File: config.mk
export PLATFORM = sky130hd
export DESIGN_NAME = esn_sram_arbiter
export DESIGN_NICKNAME = d
export VERILOG_FILES = /design/src/rtl/esn_sram_arbiter.sv
export SDC_FILE = /design/constraint.sdc
export NUM_CORES = 1
export LEC_CHECK = 0
export CAP_MARGIN = 15
export CORE_MARGIN = 5
export CORE_UTILIZATION = 40
export DETAILED_ROUTE_END_ITERATION = 12
export GPL_ROUTABILITY_DRIVEN = 0
export GPL_TIMING_DRIVEN = 0
export PLACE_DENSITY = 0.8
export RECOVER_POWER = 50
export SLEW_MARGIN = 15
export SYNTH_ARGS = -nofsm -noshare
export SYNTH_HDL_FRONTEND = slang
export SYNTH_SLANG_ARGS = --single-unit
File: constraint.sdc
create_clock -name clk -period 3.6 [get_ports clk]
set_input_delay 0.72 -clock clk [delete_from_list [all_inputs] [get_ports clk]]
set_output_delay 0.72 -clock clk [all_outputs]
set_load 0.02 [all_outputs]
File: src/rtl/esn_sram_arbiter.sv
// Shares one single-port SRAM between the host loader and the ESN compute engine.
// The grant policy depends on the system mode. Read data is returned to its issuer through a tag pipeline.
module esn_sram_arbiter #(
    parameter int ADDR_W = 20,
    parameter int DATA_W = 16,
    parameter int RD_LAT = 1
) (
    input  logic              clk,
    input  logic              nrst,
    input  logic [1:0]        SRAM_State,
    input  logic              host_req,
    input  logic              host_we,
    input  logic [ADDR_W-1:0] host_addr,
    input  logic [DATA_W-1:0] host_wdata,
    output logic              host_gnt,
    output logic              host_rvalid,
    output logic [DATA_W-1:0] host_rdata,
    input  logic              eng_req,
    input  logic [ADDR_W-1:0] eng_addr,
    output logic              eng_gnt,
    output logic              eng_rvalid,
    output logic [DATA_W-1:0] eng_rdata,
    output logic              sram_cs_n,
    output logic              sram_we_n,
    output logic [ADDR_W-1:0] sram_addr,
    output logic [DATA_W-1:0] sram_wdata,
    input  logic [DATA_W-1:0] sram_rdata,
    output logic [15:0]       conflict_cnt
);

    typedef enum logic [1:0] {
        MODE_IDLE    = 2'b00,
        MODE_LOAD    = 2'b01,
        MODE_COMPUTE = 2'b10,
        MODE_RSVD    = 2'b11
    } mode_t;

    typedef enum logic {ST_ARB = 1'b0, ST_DRAIN = 1'b1} state_t;
    typedef enum logic {OWN_HOST = 1'b0, OWN_ENG = 1'b1} owner_t;

    localparam int               CNT_W      = $clog2(RD_LAT + 2);
    localparam logic [CNT_W-1:0] DRAIN_LOAD = CNT_W'(RD_LAT + 1);

    state_t              r_state;
    mode_t               r_mode_q;
    owner_t              r_rr_last;
    logic [CNT_W-1:0]    r_drain_cnt;
    logic [RD_LAT:0]     r_tag_vld;
    logic [RD_LAT:0]     r_tag_eng;
    logic                r_cs_n;
    logic                r_we_n;
    logic [ADDR_W-1:0]   r_addr;
    logic [DATA_W-1:0]   r_wdata;
    logic                r_host_rvalid;
    logic [DATA_W-1:0]   r_host_rdata;
    logic                r_eng_rvalid;
    logic [DATA_W-1:0]   r_eng_rdata;
    logic [15:0]         r_conflict_cnt;

    logic                w_host_gnt;
    logic                w_eng_gnt;
    logic                w_mode_change;
    logic                w_rd_accept;
    logic                w_ret_vld;
    logic                w_ret_eng;

    assign w_mode_change = (SRAM_State != r_mode_q);
    assign w_rd_accept   = w_eng_gnt | (w_host_gnt & ~host_we);
    assign w_ret_vld     = r_tag_vld[RD_LAT];
    assign w_ret_eng     = r_tag_eng[RD_LAT];

    // Grants are gated by nrst so nothing is offered while the block is held in reset.
    always_comb begin
        // NOTE: default every output first so no path through the case infers a latch.
        w_host_gnt = 1'b0;
        w_eng_gnt  = 1'b0;
        if (nrst && r_state == ST_ARB) begin
            case (r_mode_q)
                MODE_IDLE: begin
                    if (host_req && eng_req) begin
                        w_host_gnt = (r_rr_last == OWN_ENG);
                        w_eng_gnt  = (r_rr_last == OWN_HOST);
                    end else begin
                        w_host_gnt = host_req;
                        w_eng_gnt  = eng_req;
                    end
                end
                MODE_LOAD: begin
                    w_host_gnt = host_req;
                    w_eng_gnt  = eng_req & ~host_req;
                end
                MODE_COMPUTE: begin
                    w_eng_gnt  = eng_req;
                    w_host_gnt = host_req & ~eng_req;
                end
                default: ;
            endcase
        end
    end

    always_ff @(posedge clk) begin
        // NOTE: all state uses non-blocking assignments so every register samples pre-edge values.
        if (!nrst) begin
            r_state        <= ST_ARB;
            r_mode_q       <= MODE_IDLE;
            r_rr_last      <= OWN_ENG;
            r_drain_cnt    <= '0;
            r_tag_vld      <= '0;
            r_tag_eng      <= '0;
            r_cs_n         <= 1'b1;
            r_we_n         <= 1'b1;
            r_addr         <= '0;
            r_wdata        <= '0;
            r_host_rvalid  <= 1'b0;
            r_host_rdata   <= '0;
            r_eng_rvalid   <= 1'b0;
            r_eng_rdata    <= '0;
            r_conflict_cnt <= '0;
        end else begin
            r_mode_q <= mode_t'(SRAM_State);

            case (r_state)
                ST_ARB: begin
                    if (w_mode_change) begin
                        r_state     <= ST_DRAIN;
                        r_drain_cnt <= DRAIN_LOAD;
                    end
                end
                default: begin
                    if (w_mode_change) begin
                        r_drain_cnt <= DRAIN_LOAD;
                    end else if (r_drain_cnt == '0) begin
                        r_state <= ST_ARB;
                    end else begin
                        r_drain_cnt <= r_drain_cnt - CNT_W'(1);
                    end
                end
            endcase

            if (w_host_gnt) begin
                r_rr_last <= OWN_HOST;
            end else if (w_eng_gnt) begin
                r_rr_last <= OWN_ENG;
            end

            r_cs_n <= ~(w_host_gnt | w_eng_gnt);
            r_we_n <= w_host_gnt ? ~host_we : 1'b1;
            if (w_host_gnt) begin
                r_addr  <= host_addr;
                r_wdata <= host_wdata;
            end else if (w_eng_gnt) begin
                r_addr <= eng_addr;
            end

            // Stage 0 captures the accept; the last stage lines up with the SRAM data.
            r_tag_vld <= {r_tag_vld[RD_LAT-1:0], w_rd_accept};
            r_tag_eng <= {r_tag_eng[RD_LAT-1:0], w_eng_gnt};

            r_host_rvalid <= w_ret_vld & ~w_ret_eng;
            r_eng_rvalid  <= w_ret_vld & w_ret_eng;
            if (w_ret_vld && !w_ret_eng) begin
                r_host_rdata <= sram_rdata;
            end
            if (w_ret_vld && w_ret_eng) begin
                r_eng_rdata <= sram_rdata;
            end

            if (r_state == ST_ARB && w_mode_change && SRAM_State == MODE_COMPUTE) begin
                r_conflict_cnt <= '0;
            end else if (eng_req && !w_eng_gnt && r_conflict_cnt != 16'hFFFF) begin
                r_conflict_cnt <= r_conflict_cnt + 16'd1;
            end
        end
    end

    assign host_gnt     = w_host_gnt;
    assign eng_gnt      = w_eng_gnt;
    assign host_rvalid  = r_host_rvalid;
    assign host_rdata   = r_host_rdata;
    assign eng_rvalid   = r_eng_rvalid;
    assign eng_rdata    = r_eng_rdata;
    assign sram_cs_n    = r_cs_n;
    assign sram_we_n    = r_we_n;
    assign sram_addr    = r_addr;
    assign sram_wdata   = r_wdata;
    assign conflict_cnt = r_conflict_cnt;

endmodule

==> flow_metrics.tcl <==
set metrics [dict create \
    status "complete, no violations" \
    power_mw 2.30 \
    dieWidth_um 110 \
    drive_gt1_frac 0.0505 \
    synth_top_area_frac 0.493 \
    hpwl_um 9110 \
    powerDensity_nw_per_um2 379 \
    layout.nets 731 \
    grt_max_degree 17 \
    vdd_drop_max_uv 181 \
    ant_nets 0 \
    cts_sinks 98 \
    synth_area_per_cell_um2 8.47 \
    cts_root_buffer "clkbuf_8" \
    syn-num-nets 551 \
    cp.required_ns 2.88 \
    h-tree-depth 3 \
    grt_pass1_wl_um 18900 \
    reg2reg_slack_ns 1.56 \
    synthTopCellsByArea "dfxtp_1 49%, nand2_1 14%, a21boi_1 6.8%" \
    grt_pass1_vias 3973 \
    drcViolationCount 0 \
    n_antenna_cell 0 \
    reg2reg_depth 8 \
    setup_viol 0 \
    synth_warnings 0 \
    period_share 0.940 \
    r2r-end "sram_addr[5]" \
    slew_violations 0 \
    period_needed_ns 3.38 \
    floorplan.rows 36 \
    critPathCaptureType "primary output" \
    yosys.cell_types.count 46 \
    wire_per_inst_um 15.1 \
    leakagePower_nw 2.25 \
    cts_resized 0 \
    layout.cells.non_filler 787 \
    antenna_found_initial 0 \
    cap_violations 0 \
    core_area_um2 9730 \
    synth_top_area_cell "dfxtp_1" \
    synthArstFlopShare 0 \
    synthToLayoutAreaGrowth_pct 52.4 \
    initialDrtViolationCount 166 \
    globalRoute.totalOverflow 0 \
    worstPathArrival_ns 2.66 \
    finalWirelength_um 11900 \
    die_area_um2 12000 \
    max_slew_margin 0.654 \
    fp.dieH_um 110 \
    tightest_slew_ns 0.506 \
    worstSetupStartpointType "primary input" \
    io_pins 169 \
    clk_pin_slew_ns 0.10 \
    cts.path.max_buffers 2 \
    port_buffers 168 \
    ys_ff_latch 98 \
    synthCells 470 \
    crit_fanout 10 \
    track_usage 0.200 \
    crit_path_end "eng_gnt" \
    max_freq_mhz 296 \
    finalClockSkew_ns 0.0163 \
    rsz0062_at_grt "false" \
    clk_latency_ns 0.36 \
    crit_type "in -> out" \
    syn_area_um2 3980 \
    cts_tree "done" \
    synth_flop_cell "dfxtp_1" \
    numCtsBuffers 9 \
    start_util 0.409 \
    hold_violations 0 \
    dp_cells 771 \
    fillerInstances 873 \
    rr_startpoint "r_rr_last" \
    ys_seq_area_frac 0.493 \
    avgViaCountPerCell 4.97 \
    drtPass1Iterations 4 \
    synth_edf_count 0 \
    hold_class "reg -> reg" \
    cp-startpoint "nrst" \
    vias 3915 \
]
==> flip-flops by register name, indices dropped and copies added (netlist names) <==
register and cells:
sram_wdata 16, r_tag_eng 2, r_drain_cnt 2, sram_cs_n 1, eng_rvalid 1, r_mode_q 2
host_rvalid 1, r_state 1, conflict_cnt 16, host_rdata 16, sram_addr 20, r_tag_vld 2
sram_we_n 1, eng_rdata 16, r_rr_last 1
==> metal layers <==
layer / GRT usage / share of wire / up-vias / routed length, um
met3: 0.0570 / 0.074 / 17 / 879
met4: 0.0801 / 0.020 / 0 / 233
li1: - / - / 1945 / -
met1: 0.223 / 0.40 / 1831 / 4810
met5: 0 / 0 / - / 0
met2: 0.355 / 0.50 / 122 / 5960
==> worst min-delay path by stage <==
stage                            start            to  slack [ns]  cells past startpoint
after floorplan           r_tag_eng[0]  r_tag_eng[1]        0.41                      1
after global placement    r_tag_eng[0]  r_tag_eng[1]        0.42                      1
after detailed placement  r_tag_eng[0]  r_tag_eng[1]        0.42                      1
after CTS                 r_tag_eng[0]  r_tag_eng[1]        0.45                      1
after global routing      r_tag_eng[0]  r_tag_eng[1]        0.46                      1
final                     r_tag_eng[0]  r_tag_eng[1]        0.45                      1
==> power breakdown <==
part | total [mW] | internal (mW) | switching (mW)
Sequential | 1.15 | 1.13 | 0.0254
Clock | 0.801 | 0.412 | 0.389
Combinational | 0.349 | 0.179 | 0.169
Total | 2.30 | 1.72 | 0.584
==> critical path, stage by stage <==
cell and delay, ns:
clkdlybuf4s50_1 0.48, buf_4 0.17, nor2b_1 0.20, o211ai_1 0.23
inv_1 0.22, clkdlybuf4s50_1 0.64
==> cell families (layout without fill, tap and decap cells) <==
family                   count (synthesis)  in the layout  share of synthesized area
adder cells (fa/ha/maj)                  2              2                    0.00629
AO/OA/AOI/OAI                          111            111                      0.203
buffers and inverters                   40            224                     0.0409
XOR/XNOR                                14             14                     0.0308
flip-flops                              98             98                      0.493
AND/OR/NAND/NOR                        204            204                      0.224
multiplexers                             1              1                    0.00252
==> placed cells by master (no fill, tap or decap), types with 4 or more instances in the layout <==
| cell type | n |
|---|---|
| nand2_1 | 144 |
| clkdlybuf4s50_1 | 115 |
| dfxtp_1 | 98 |
| dlygate4sd3_1 | 53 |
| a21boi_0 | 31 |
| clkbuf_1 | 27 |
| o21ai_0 | 21 |
| a31oi_1 | 21 |
| nor2_1 | 20 |
| a21boi_1 | 19 |
| xnor2_1 | 12 |
| clkbuf_8 | 10 |
| inv_1 | 7 |
| nor2b_1 | 6 |
| nand3_1 | 6 |
| buf_4 | 4 |
| and2_1 | 4 |
| nor4_1 | 4 |
| a2111oi_2 | 4 |
==> cells in the mapped netlist, types with 2 or more instances <==
master       n
nor4_1       4
dfxtp_1     98
nor2_1      20
a21boi_0    14
nand4_2      2
xor2_1       2
clkbuf_1    29
a21boi_1    36
and3_1       3
a31oi_1     21
nand4_1      2
a2111oi_2    4
nand2_1    144
o21ai_0     21
ha_1         2
xnor2_1     12
o211ai_1     2
and2_1       6
inv_2        2
nor2b_1      6
inv_1        6
a21oi_1      3
nand3_1      6
nand2b_1     3
==> cell type report <==
cell class / count / area, um2 / area share
buffer: 30 / 125 / 0.0206
clock buffer: 10 / 138 / 0.0227
clock inverter: 5 / 86.3 / 0.0142
inverter: 8 / 30.0 / 0.00495
multi-input combinational: 332 / 1860 / 0.306
sequential: 98 / 1960 / 0.323
tap: 133 / 166 / 0.0274
timing repair buffer: 171 / 1700 / 0.281
==> through the flow <==
step | area (um2) | setup TNS (ns) | hold slack, ns | util | setup slack, ns
detailed placement | 5830 | -0.185 | 0.425 | 0.599 | -0.142
global placement | 5830 | -0.133 | 0.420 | 0.599 | -0.116
finish | 6070 | 0 | 0.453 | 0.624 | 0.216
floorplan | 3980 | 0 | 0.412 | - | 1.20
CTS | 6040 | 0 | 0.451 | 0.621 | 0.128
global route | 6070 | 0 | 0.455 | 0.624 | 0.0784
==> what timing repair did <==
action / in CTS / in global routing
hold buffers: 0 / 0
setup buffers: 0 / 3
endpoints found under the setup margin: 2 / 1
Power figures use the tool's default switching activity.
